**config.mk**
```make
export PLATFORM = sky130hd
export DESIGN_NAME = floor_request_manager
export DESIGN_NICKNAME = d
export VERILOG_FILES = /design/src/rtl/floor_request_manager.sv
export SDC_FILE = /design/constraint.sdc
export NUM_CORES = 1
export LEC_CHECK = 0
export CORE_ASPECT_RATIO = 0.9
export CORE_MARGIN = 2
export CORE_UTILIZATION = 49
export CTS_CLUSTER_DIAMETER = 60
export DETAILED_ROUTE_END_ITERATION = 8
export MAX_ROUTING_LAYER = met4
export PLACE_DENSITY_LB_ADDON = 0.3
export SLEW_MARGIN = 0
export SYNTH_ARGS = -nofsm -noshare
export SYNTH_HDL_FRONTEND = slang
export SYNTH_SLANG_ARGS = --single-unit
```
**constraint.sdc**
```tcl
create_clock -name clk -period 2.8 [get_ports clk]
set_clock_uncertainty 0.1 [all_clocks]
set_input_delay 0.42 -clock clk [delete_from_list [all_inputs] [get_ports clk]]
set_output_delay 0.42 -clock clk [all_outputs]
set_load 0.01 [all_outputs]
```
**src/rtl/floor_request_manager.sv**
```systemverilog
// Latches hall/cabin requests for two cars and runs a per-car door dwell FSM on arrival.
// Optional FRM_DOOR_REOPEN_EN: a same-floor press while the door cycle runs reopens/extends it.
module floor_request_manager #(
   parameter int NUM_FLOORS   = 6,
   parameter int DWELL_CYCLES = 60,
   parameter int CLOSE_CYCLES = 4,
   parameter int CNT_W        = 8
) (
   input  logic                    clk,
   input  logic                    rst_n,
   input  logic [2*NUM_FLOORS-1:0] call_btn,
   input  logic [2*NUM_FLOORS-1:0] dest_btn,
   input  logic [7:0]              elevatorPosition,
   output logic [2*NUM_FLOORS-1:0] FloorsRequested,
   output logic [2*NUM_FLOORS-1:0] FloorDestinations,
   output logic [1:0]              hold,
   output logic [1:0]              door_open,
   output logic [1:0]              arrived
);

   localparam int NW = 2 * NUM_FLOORS;
   localparam logic [CNT_W-1:0] DWELL_LD = CNT_W'(DWELL_CYCLES - 1);
   localparam logic [CNT_W-1:0] CLOSE_LD = CNT_W'(CLOSE_CYCLES - 1);

   typedef enum logic [1:0] {IDLE, DOOR_OPEN, CLOSING} state_t;

   logic [NW-1:0] clr_all;
   logic [NW-1:0] block_all;

   // Car index 1 is the left car: request bits [NUM_FLOORS-1:0], position [7:4].
   for (genvar c = 0; c < 2; c++) begin : g_car
      localparam int BASE = (1 - c) * NUM_FLOORS;

      state_t                state_q, state_d;
      logic [CNT_W-1:0]      cnt_q, cnt_d;
      logic [3:0]            pos;
      logic [NUM_FLOORS-1:0] at_floor;
      logic [NUM_FLOORS-1:0] pend;
      logic [NUM_FLOORS-1:0] clr;
      logic [NUM_FLOORS-1:0] block;
      logic                  arrive;
`ifdef FRM_DOOR_REOPEN_EN
      logic [NUM_FLOORS-1:0] served_q, served_d;
      logic [NUM_FLOORS-1:0] press;
      assign press = call_btn[BASE +: NUM_FLOORS] | dest_btn[BASE +: NUM_FLOORS];
`endif

      assign pos  = elevatorPosition[4*c +: 4];
      assign pend = FloorsRequested[BASE +: NUM_FLOORS] | FloorDestinations[BASE +: NUM_FLOORS];

      // Odd codes and codes past the top floor match no floor.
      always_comb begin
         at_floor = '0;
         for (int f = 0; f < NUM_FLOORS; f++) begin
            at_floor[f] = (pos == 4'(2 * f));
         end
      end

      always_comb begin
         state_d = state_q;
         cnt_d   = cnt_q;
         clr     = '0;
         block   = '0;
         arrive  = 1'b0;
`ifdef FRM_DOOR_REOPEN_EN
         served_d = served_q;
`endif
         unique case (state_q)
            IDLE: begin
               if ((at_floor & pend) != '0) begin
                  state_d = DOOR_OPEN;
                  cnt_d   = DWELL_LD;
                  clr     = at_floor;
                  arrive  = 1'b1;
`ifdef FRM_DOOR_REOPEN_EN
                  served_d = at_floor;
`endif
               end
            end
            DOOR_OPEN: begin
               if (cnt_q == '0) begin
                  state_d = CLOSING;
                  cnt_d   = CLOSE_LD;
               end else begin
                  cnt_d = cnt_q - 1'b1;
               end
            end
            CLOSING: begin
               if (cnt_q == '0) begin
                  state_d = IDLE;
               end else begin
                  cnt_d = cnt_q - 1'b1;
               end
            end
            default: state_d = IDLE;
         endcase
`ifdef FRM_DOOR_REOPEN_EN
         // A press for the floor being served restarts the dwell instead of latching.
         if (state_q != IDLE && (press & served_q) != '0) begin
            block   = served_q;
            state_d = DOOR_OPEN;
            cnt_d   = DWELL_LD;
         end
`endif
      end

      always_ff @(posedge clk) begin
         if (!rst_n) begin
            state_q    <= IDLE;
            cnt_q      <= '0;
            arrived[c] <= 1'b0;
`ifdef FRM_DOOR_REOPEN_EN
            served_q   <= '0;
`endif
         end else begin
            state_q    <= state_d;
            cnt_q      <= cnt_d;
            arrived[c] <= arrive;
`ifdef FRM_DOOR_REOPEN_EN
            served_q   <= served_d;
`endif
         end
      end

      assign hold[c]      = (state_q != IDLE);
      assign door_open[c] = (state_q == DOOR_OPEN);
      assign clr_all[BASE +: NUM_FLOORS]   = clr;
      assign block_all[BASE +: NUM_FLOORS] = block;
   end

   // Clearing only touches the floor served this cycle, so any other set wins.
   always_ff @(posedge clk) begin
      if (!rst_n) begin
         FloorsRequested   <= '0;
         FloorDestinations <= '0;
      end else begin
         FloorsRequested   <= (FloorsRequested | (call_btn & ~block_all)) & ~clr_all;
         FloorDestinations <= (FloorDestinations | (dest_btn & ~block_all)) & ~clr_all;
      end
   end

endmodule
```
==> results.toml, run 1 <==
[power_and_ir_drop]
internal_power_w = 0.00143
p_seq_share_pct = 36.9
p_leak_nw = 1.23
peakVddDrop_v = 0.000355
p_clk_share_pct = 22.5
p_per_area_nw_per_um2 = 692
switchingPower_w = 0.000837
p_sw_share_pct = 36.8
p_comb_share_pct = 40.7

[place]
detailed_place_hpwl_mm = 4.55
placed_cell_area_um2 = 3170
dp.cells = 410
port_buffers = 63
routabilityCongestion = 0.926

[synthesis]
ys_seq_area_share_pct = 37.3
postSynth.asyncResetShare_pct = 0
ys_seq_elements = 46
synth_edf_count = 0
synth_top_flop_cell = "dfxtp_1"
yosysTopAreaCellShare_pct = 37.3
synth_cell_types = 58
synth.avg_cell_area_um2 = 8.63
ys_warn_count = 0
syn_nets = 330
synth_area_um2 = 2470
yosys.area.top_type = "dfxtp_1"
synth_area_leaders = "dfxtp_1 37%, nor2_1 5.9%, ha_1 5.1%, o21ai_0 3.6%, a31oi_1 3.3%"
synthCells = 286

[hold_path]
worstHoldPathType = "flip-flop to flip-flop"
whs_path_depth = 1
hp-start = "FloorsRequested[8]$_SDFF_PN0_"
hold_end = "FloorsRequested[8]$_SDFF_PN0_"

[die]
pin_count = 64
core_um2 = 4860
fp.dieH_um = 71.3
fp-row-count = 24
die_w_um = 78.8
start_util_pct = 50.7
die_area_um2 = 5620

[clock_network]
hold_buffers = 0
numClockSinks = 46
clock_tree.buffer_depth = 2
cts_tree = "done"
clk_latency_ps = 300
cts_max_level = 2
post_cts_buffers = 0
clk_pin_slew_ps = 90
cts.repair.resized = 0
cts_buffers = 5
cts_root_buf = "clkbuf_8"

[sta]
setup_tns_ps = 0
post-route-min-period_ps = 2470
fmax_ghz = 0.404
finalHoldViolCount = 0
final-max-slew-violation-count = 0
period_share_pct = 88.3
fin_hold_ws_ps = 403
tightest_slew_ps = 501
slew_headroom_pct = 66.3
setup_viol = 0
grt_setup_unrepaired = "false"

[finish]
final_area_um2 = 3280
n_fill_cell = 419
seq_area_um2 = 921
mostFrequentLayoutCell = "clkdlybuf4s50_1"
antennaDiodeCount = 0
drive_gt1_share_pct = 8.78
area_growth_pct = 33.0
multi_input_area_um2 = 1440
final_cell_mix = "63 x clkdlybuf4s50_1, 46 x dfxtp_1, 39 x nor2_1"
finalNonFillerCells = 418
nNetsFinal = 396

[grt]
antenna_found_initial = 0
grt_pass1_wl_mm = 10.5
grt_overflow_total = 0
globalRouteTotalUtil_pct = 23.8
grt_max_degree = 32
grt_pass1_vias = 2222

[routing]
drt_iter0_drc = 184
postRouteAntennaNets = 0
avgViaCountPerCell = 5.98
wirelength_mm = 6.30
dr_total_vias = 2501
wl_per_cell_um = 15.1
firstDrtPassIters = 5
route.detailed.drc = 0

[critical_path]
r2r_end = "g_car[1].cnt_q[0]$_SDFFE_PN0P_"
rr_worst_depth = 7
required_ps = 2930
startpoint_type = "primary input"
critical_path_class = "primary input to flip-flop"
end_kind = "flip-flop"
reg2reg_from = "g_car[1].cnt_q[0]$_SDFFE_PN0P_"
critPathArrivalTime_ps = 2600
r2r_slack_ps = 490
crit_fanout = 10

[run]
maxCapViolCount = 0

[run_status]
status = "complete, no violations"
## final cells by class
class	count	share of cell area, %
inverter	13	1.49
sequential	46	28.0
clock inverter	3	1.33
tap	65	2.48
multi-input combinational	217	44.0
clock buffer	5	2.10
timing repair buffer	69	20.6
## power by group through the flow
stage	registers, W	logic [W]	clock network (W)
floorplan	0.000840	0.000617	0
global placement	0.000846	0.000892	0
detailed placement	0.000848	0.000901	0
CTS	0.000834	0.000910	0.000515
global route	0.000852	0.00102	0.000551
finish	0.000837	0.000924	0.000510
## logic make-up (layout without fill, tap and decap cells)
| kind of cell | count (synthesis) | in the layout | synth area share [%] |
|---|---|---|---|
| compound gates | 106 | 106 | 31.6 |
| fa+ha+maj | 10 | 10 | 5.07 |
| buf+inv | 23 | 90 | 4.21 |
| flops | 46 | 46 | 37.3 |
| simple gates | 101 | 101 | 21.8 |
## cells in the mapped netlist (3+ instances only)
cell type,count
a211o_1,4
a211oi_1,3
a21oi_1,16
a31o_2,3
a31oi_1,13
clkbuf_1,4
dfxtp_1,46
ha_1,10
inv_1,13
nand2_1,14
nand3_1,5
nand3b_1,3
nor2_1,39
nor2b_1,3
nor3_1,9
nor4_1,4
nor4b_1,3
o211a_1,3
o21a_1,10
o21ai_0,18
o311ai_0,4
o31a_1,3
o31ai_1,5
or4_1,4
## per-stage QoR
step / setup slack (ps) / power (W) / util [%]
final: 327 / 0.00227 / 67.5
after global routing: 239 / 0.00242 / 67.5
after CTS: 345 / 0.00226 / 67.5
after detailed placement: 54.0 / 0.00175 / 65.2
after global placement: 112 / 0.00174 / 65.2
after floorplan: 731 / 0.00146 / -
## worst max-delay path by stage
stage / from / to / slack (ps) / cells after the start
3_5_place_dp: elevatorPosition[5] / g_car[1].cnt_q[6]$_SDFFE_PN0P_ / 50 / 7
3_3_place_gp: elevatorPosition[5] / g_car[1].cnt_q[6]$_SDFFE_PN0P_ / 110 / 7
4_1_cts: elevatorPosition[5] / g_car[1].cnt_q[6]$_SDFFE_PN0P_ / 350 / 7
5_1_grt: elevatorPosition[5] / g_car[1].cnt_q[6]$_SDFFE_PN0P_ / 240 / 7
2_1_floorplan: elevatorPosition[5] / g_car[1].cnt_q[6]$_SDFFE_PN0P_ / 730 / 6
6_report: elevatorPosition[5] / g_car[1].cnt_q[6]$_SDFFE_PN0P_ / 330 / 7
## state kept, by name (all words and copies together), names as in the netlist
signal / flops
g_car.state_q: 4
g_car.cnt_q: 16
FloorsRequested: 12
FloorDestinations: 12
arrived: 2
## per-layer routing
metal	GRT usage, %	routed length, µm	vias up
met5	-	0	-
li1	-	-	1218
met4	6.70	61	0
met1	33.3	3050	1171
met2	34.2	2790	103
met3	5.92	400	9
## worst max-delay path, cell delays in order
cell	delay [ps]
clkdlybuf4s50_1	650
nor4_1	150
a311oi_2	340
a211oi_2	120
buf_4	180
or4_4	530
o31ai_2	220
(Power assumes the default switching activity.)
==> run 2, diff against run 1 <==
- GPL_ROUTABILITY_DRIVEN: default -> 0
==> results of run 2 <==
No change in the layout: final DEF, timing and power equal those of run 1.
